## src/rtl/mux_rr_sched.sv

```systemverilog
// -----------------------------------------------------------------------------
// mux_rr_sched
//   Round-robin scheduler driving the select input of a 2**SELECT_LINES:1 mux.
//   The winning source index is registered onto `select`. The downstream
//   consumer takes the mux output through a valid/ready handshake
//   (sel_valid / out_ready). A source keeps the grant for up to DWELL accepted
//   transfers. After that the priority pointer moves past it, so one busy
//   source cannot starve the others.
//
// Ports
//   clk        in   system clock, rising edge
//   rst        in   asynchronous active-high reset
//   req        in   [N-1:0] per-source request, N = 2**SELECT_LINES
//   out_ready  in   downstream accepts the current mux output
//   select     out  [SELECT_LINES-1:0] registered index of the granted source
//   grant      out  [N-1:0] registered one-hot of select while sel_valid
//   sel_valid  out  registered; mux output on select is valid
//   ack        out  [N-1:0] combinational; equals grant in transfer cycles
// -----------------------------------------------------------------------------
module mux_rr_sched #(
    parameter int SELECT_LINES = 4,
    parameter int DWELL        = 1,
    parameter int CNT_WIDTH    = 8
) (
    input  logic                           clk,
    input  logic                           rst,
    input  logic [(2**SELECT_LINES)-1:0]   req,
    input  logic                           out_ready,
    output logic [SELECT_LINES-1:0]        select,
    output logic [(2**SELECT_LINES)-1:0]   grant,
    output logic                           sel_valid,
    output logic [(2**SELECT_LINES)-1:0]   ack
);

    localparam int N = 2**SELECT_LINES;

    // Counter value seen on the last transfer of a dwell window.
    localparam logic [CNT_WIDTH-1:0]    LP_CNT_LAST = CNT_WIDTH'(DWELL - 1);
    localparam logic [CNT_WIDTH-1:0]    LP_CNT_ONE  = CNT_WIDTH'(1);
    localparam logic [SELECT_LINES-1:0] LP_SEL_ONE  = SELECT_LINES'(1);
    localparam logic [N-1:0]            LP_BIT0     = N'(1);

    typedef enum logic {
        S_IDLE  = 1'b0,
        S_GRANT = 1'b1
    } state_t;

    state_t                  r_state;
    logic [SELECT_LINES-1:0] r_select;
    logic [SELECT_LINES-1:0] r_ptr;
    logic [CNT_WIDTH-1:0]    r_cnt;
    logic                    r_sel_valid;
    logic [N-1:0]            r_grant;

    state_t                  w_state_nxt;
    logic [SELECT_LINES-1:0] w_select_nxt;
    logic [SELECT_LINES-1:0] w_ptr_nxt;
    logic [CNT_WIDTH-1:0]    w_cnt_nxt;
    logic                    w_valid_nxt;
    logic [N-1:0]            w_grant_nxt;

    logic                    w_any_req;
    logic                    w_xfer;
    logic                    w_cur_req;
    logic                    w_burst_end;
    logic [SELECT_LINES-1:0] w_rot_ptr;
    logic [SELECT_LINES-1:0] w_arb_ptr;
    logic [SELECT_LINES-1:0] w_arb_rot;

    // First requester found by walking upward from p. The index arithmetic
    // is SELECT_LINES wide, so it wraps modulo N with no explicit compare.
    function automatic logic [SELECT_LINES-1:0] arb(
        input logic [N-1:0]            r,
        input logic [SELECT_LINES-1:0] p
    );
        logic [SELECT_LINES-1:0] res;
        logic [SELECT_LINES-1:0] idx;
        logic                    found;
        res   = '0;
        found = 1'b0;
        for (int k = 0; k < N; k++) begin
            idx = p + SELECT_LINES'(k);
            if (!found && r[idx]) begin
                res   = idx;
                found = 1'b1;
            end
        end
        return res;
    endfunction

    assign w_any_req   = |req;
    assign w_xfer      = r_sel_valid & out_ready;
    assign w_cur_req   = req[r_select];
    assign w_burst_end = (r_cnt == LP_CNT_LAST) || !w_cur_req;
    assign w_rot_ptr   = r_select + LP_SEL_ONE;
    assign w_arb_ptr   = arb(req, r_ptr);
    // Search from the slot after the finishing source. The finishing source
    // is visited last, so it is re-granted only when it is the sole requester.
    assign w_arb_rot   = arb(req, w_rot_ptr);

    always_comb begin
        w_state_nxt  = r_state;
        w_select_nxt = r_select;
        w_ptr_nxt    = r_ptr;
        w_cnt_nxt    = r_cnt;
        w_valid_nxt  = r_sel_valid;
        case (r_state)
            S_IDLE: begin
                if (w_any_req) begin
                    w_select_nxt = w_arb_ptr;
                    w_valid_nxt  = 1'b1;
                    w_cnt_nxt    = '0;
                    w_state_nxt  = S_GRANT;
                end
            end
            S_GRANT: begin
                if (w_xfer) begin
                    if (w_burst_end) begin
                        w_ptr_nxt = w_rot_ptr;
                        if (w_any_req) begin
                            // Back-to-back grant: no bubble between sources.
                            w_select_nxt = w_arb_rot;
                            w_cnt_nxt    = '0;
                        end else begin
                            w_valid_nxt = 1'b0;
                            w_state_nxt = S_IDLE;
                        end
                    end else begin
                        w_cnt_nxt = r_cnt + LP_CNT_ONE;
                    end
                end else if (!w_cur_req) begin
                    // The source withdrew before it was served. Drop the grant
                    // without an ack and keep the pointer. IDLE then
                    // re-arbitrates, which costs one bubble cycle.
                    w_valid_nxt = 1'b0;
                    w_state_nxt = S_IDLE;
                end
            end
            default: begin
                w_valid_nxt = 1'b0;
                w_state_nxt = S_IDLE;
            end
        endcase
        w_grant_nxt = w_valid_nxt ? (LP_BIT0 << w_select_nxt) : '0;
    end

    always_ff @(posedge clk or posedge rst) begin
        if (rst) begin
            r_state     <= S_IDLE;
            r_select    <= '0;
            r_ptr       <= '0;
            r_cnt       <= '0;
            r_sel_valid <= 1'b0;
            r_grant     <= '0;
        end else begin
            r_state     <= w_state_nxt;
            r_select    <= w_select_nxt;
            r_ptr       <= w_ptr_nxt;
            r_cnt       <= w_cnt_nxt;
            r_sel_valid <= w_valid_nxt;
            r_grant     <= w_grant_nxt;
        end
    end

    assign select    = r_select;
    assign sel_valid = r_sel_valid;
    assign grant     = r_grant;
    assign ack       = w_xfer ? r_grant : '0;

endmodule

```

## config.mk

```make
export PLATFORM = sky130hd
export DESIGN_NAME = mux_rr_sched
export DESIGN_NICKNAME = d
export VERILOG_FILES = /design/src/rtl/mux_rr_sched.sv
export SDC_FILE = /design/constraint.sdc
export NUM_CORES = 1
export LEC_CHECK = 0
export BUFFER_PORTS_ARGS = -buffer_cell sky130_fd_sc_hd__buf_2
export CAP_MARGIN = 30
export CORE_ASPECT_RATIO = 0.7
export CORE_MARGIN = 4
export CORE_UTILIZATION = 40
export CTS_BUF_LIST = sky130_fd_sc_hd__clkbuf_2
export DETAILED_ROUTE_END_ITERATION = 16
export HOLD_SLACK_MARGIN = 0.15
export PLACE_DENSITY_LB_ADDON = 0.25
export SLEW_MARGIN = 0
export SYNTH_ARGS = -nofsm -noshare
export SYNTH_HDL_FRONTEND = slang
export SYNTH_SLANG_ARGS = --single-unit
```

## constraint.sdc

```tcl
create_clock -name clk -period 5.3 [get_ports clk]
set_clock_uncertainty 0.1 [all_clocks]
set_input_delay 0.795 -clock clk [delete_from_list [all_inputs] [get_ports clk]]
set_output_delay 0.795 -clock clk [all_outputs]
set_load 0.05 [all_outputs]
```

==> results.py <==
metrics = {
    "global_routing": {
        "antenna_found_initial": 0,
        "grt_pass1_vias": 6134,
        "globalRouteTotalUtil_pct": 23.84,
        "grt_pass1_wl_um": 36080,
        "overflow": 0,
        "grt_max_degree": 46,
    },
    "logic_synthesis": {
        "synth_cell_types": 92,
        "synth.cell_area_mm2": 0.006716,
        "ys_seq_area_share_pct": 12.67,
        "synth.largest_area_cell": "mux4_2",
        "async_flop_share_pct": 100.0,
        "synthAdderAreaFrac_pct": 2.049,
        "synth_mux_area_share_pct": 29.97,
        "synth_top_family_by_area": "multiplexers",
        "yosys_warnings": 0,
        "synth-edff-count": 0,
        "synth_nets": 823,
        "syn_area_per_cell_um2": 8.470,
        "synth_compound_area_share_pct": 22.62,
        "synth_xor_area_share_pct": 3.204,
        "synth_common_cells": "nor2_1, nand2_1, mux2i_1, mux4_2, o21ai_0",
        "netlist_instances": 793,
        "yosysTopAreaCellShare_pct": 16.43,
        "synth_seq_cells": 34,
        "yosysMostFrequentCell": "nor2_1",
        "synth_ff_type": "dfrtp_1",
        "synthSimpleGateAreaFrac_pct": 23.04,
        "synth_area_leaders": "mux4_2, dfrtp_1, mux2i_1, mux2_2, o21ai_0",
    },
    "clock_tree": {
        "clock_path_buffers": 2,
        "tritoncts": "yes",
        "cts-root-buf": "clkbuf_2",
        "cts_htree_levels": 2,
        "path_clk_slew_ns": 0.19,
        "cts_buffers": 5,
        "clkSinkCount": 34,
        "cts_resized": 0,
        "postCtsSetupRepairBufs": 0,
        "postCtsHoldBufs": 0,
        "clk_latency_ns": 0.37,
    },
    "sta": {
        "setup_viol": 0,
        "fin_crit_ns": 5.071,
        "setup_slack_ns": 0.2291,
        "post-route-period-util_pct": 95.68,
        "setup_tns_ns": 0,
        "rsz0062_at_grt": "no",
        "report.final.hold_viol_count": 0,
        "tightest_slew_ns": 0.8478,
        "slew_viol_final": 0,
        "relSlewSlack_pct": 43.48,
        "fmax_mhz": 197.2,
    },
    "setup_path": {
        "critPathKind": "register to register",
        "critPathLaunchType": "register",
        "cp_data_arrival_time_ns": 5.27,
        "path_max_fanout": 27,
        "worstSetupEndpointType": "register",
        "required_ns": 5.50,
    },
    "floorplan": {
        "die_area_mm2": 0.01896,
        "initial_core_util_pct": 40.96,
        "coreArea_mm2": 0.01640,
        "io-pin-count": 56,
        "row_count": 39,
        "die_x_um": 162.9,
        "die_h_um": 116.4,
    },
    "detailed_routing": {
        "antenna_left": 0,
        "vias": 7003,
        "wire_per_inst_um": 21.58,
        "initialDrtViolationCount": 956,
        "drc": 0,
        "viasPerCell": 6.576,
        "drt-total-wl_um": 22990,
        "drtPass1Iterations": 6,
    },
    "flow_run": {
        "max_cap_violations": 0,
    },
    "min_path": {
        "hp-class": "primary input to asynchronous set/reset pin",
    },
    "place": {
        "dp.final_hpwl_um": 17770,
        "place_congestion": 1.071,
        "placement.io_buffers": 55,
        "pre_cts_ws_ns": 0.2255,
    },
    "cells_and_area": {
        "nFillCells": 1653,
        "drive_gt1_share_pct": 27.86,
        "nets": 869,
        "antenna_cells": 0,
        "syn_to_final_growth_pct": 10.32,
        "multiInputGateArea_mm2": 0.005451,
        "regArea_um2": 852.1,
    },
    "status": {
        "status": "finished clean",
    },
}
==> sequential cells by signal, summed over array words and instances, names as in the netlist <==
signal / flops
grant: 16
r_cnt: 8
r_ptr: 4
r_state: 1
sel_valid: 1
select: 4
==> layout by cell type (no fill, tap or decap), drive strengths merged, types with 5 or more instances in the layout <==
cell type and instances:
and3 20, o211ai 9, o21ai 50, dfrtp 34
mux2i 54, o31ai 10, nor4 17, and2 9
nand2b 12, a31oi 8, a21o 6, mux2 31
ha 11, nand4 8, nor4b 5, nor2 59
a21oi 43, or3 11, clkbuf 5, o22ai 8
xor2 7, a22o 6, a221oi 10, nor2b 5
xnor2 14, inv 25, a211oi 16, nand2 54
or2 5, nor3 35, nand3 21, o2111ai 5
buf 105, mux4 49, nand3b 5
==> critical path: stages, from the launching register on <==
cell and delay [ns]:
dfrtp_1 0.39, buf_4 0.37, ha_1 0.43, xnor2_1 0.26, buf_4 0.24, mux2i_1 0.33
mux2_2 0.29, or3b_1 0.37, or4_1 0.68, a211o_1 0.33, o211ai_1 0.11, o21ai_0 0.14
a21oi_1 0.36, or3b_4 0.47, nor3_2 0.11
==> routing by layer <==
layer / global-route usage [%] / vias to the layer above / share of wire [%]
li1: - / 3192 / -
met1: 38.91 / 3345 / 48
met2: 30.50 / 434 / 37
met3: 7.372 / 32 / 13
met4: 3.408 / 0 / 1.2
met5: 0 / - / 0
==> path summary, 6_finish.rpt <==
path	start	end	slack, ns	cells after the start
setup / recovery	r_ptr[1]	grant[8]	0.23	14
hold / removal	rst	r_cnt[4]	0.38	3
setup reg to reg	r_ptr[1]	grant[8]	0.23	14
hold reg to reg	r_cnt[7]	r_cnt[7]	0.42	1
max in group asynchronous	rst	select[0]	4.38	3
min in group clk	r_cnt[7]	r_cnt[7]	0.42	1
==> logic make-up after synthesis <==
family,Yosys count
muxes,134
buffers and inverters,94
DFF,34
adders and majority gates,11
AOI/OAI and AO/OA,216
xor gates and xnor gates,22
and+or+nand+nor,282
==> metrics by stage <==
| stage | hold slack [ns] | utilization (%) | std cells | instance area (um^2) |
|---|---|---|---|---|
| floorplan | 0.3581 | - | 793 | 6721 |
| global route | 0.3911 | 45.19 | 1065 | 7410 |
| detailed placement | 0.3927 | 44.76 | 1057 | 7338 |
| finish | 0.3772 | 45.19 | 1065 | 7410 |
| global placement | 0.4015 | 44.76 | 1057 | 7338 |
| CTS | 0.3754 | 45.01 | 1065 | 7380 |
==> area by class of cell <==
class | count | area share, %
Clock buffer | 5 | 0.3377
Clock inverter | 3 | 0.2195
Inverter | 28 | 1.520
Multi-Input combinational cell | 665 | 73.57
Sequential cell | 34 | 11.50
Tap cell | 225 | 3.799
Timing Repair Buffer | 105 | 9.051
Power is left out: the tool's default activity adds up to more than one toggle a clock period on the data nets, which glitch-free logic cannot reach.
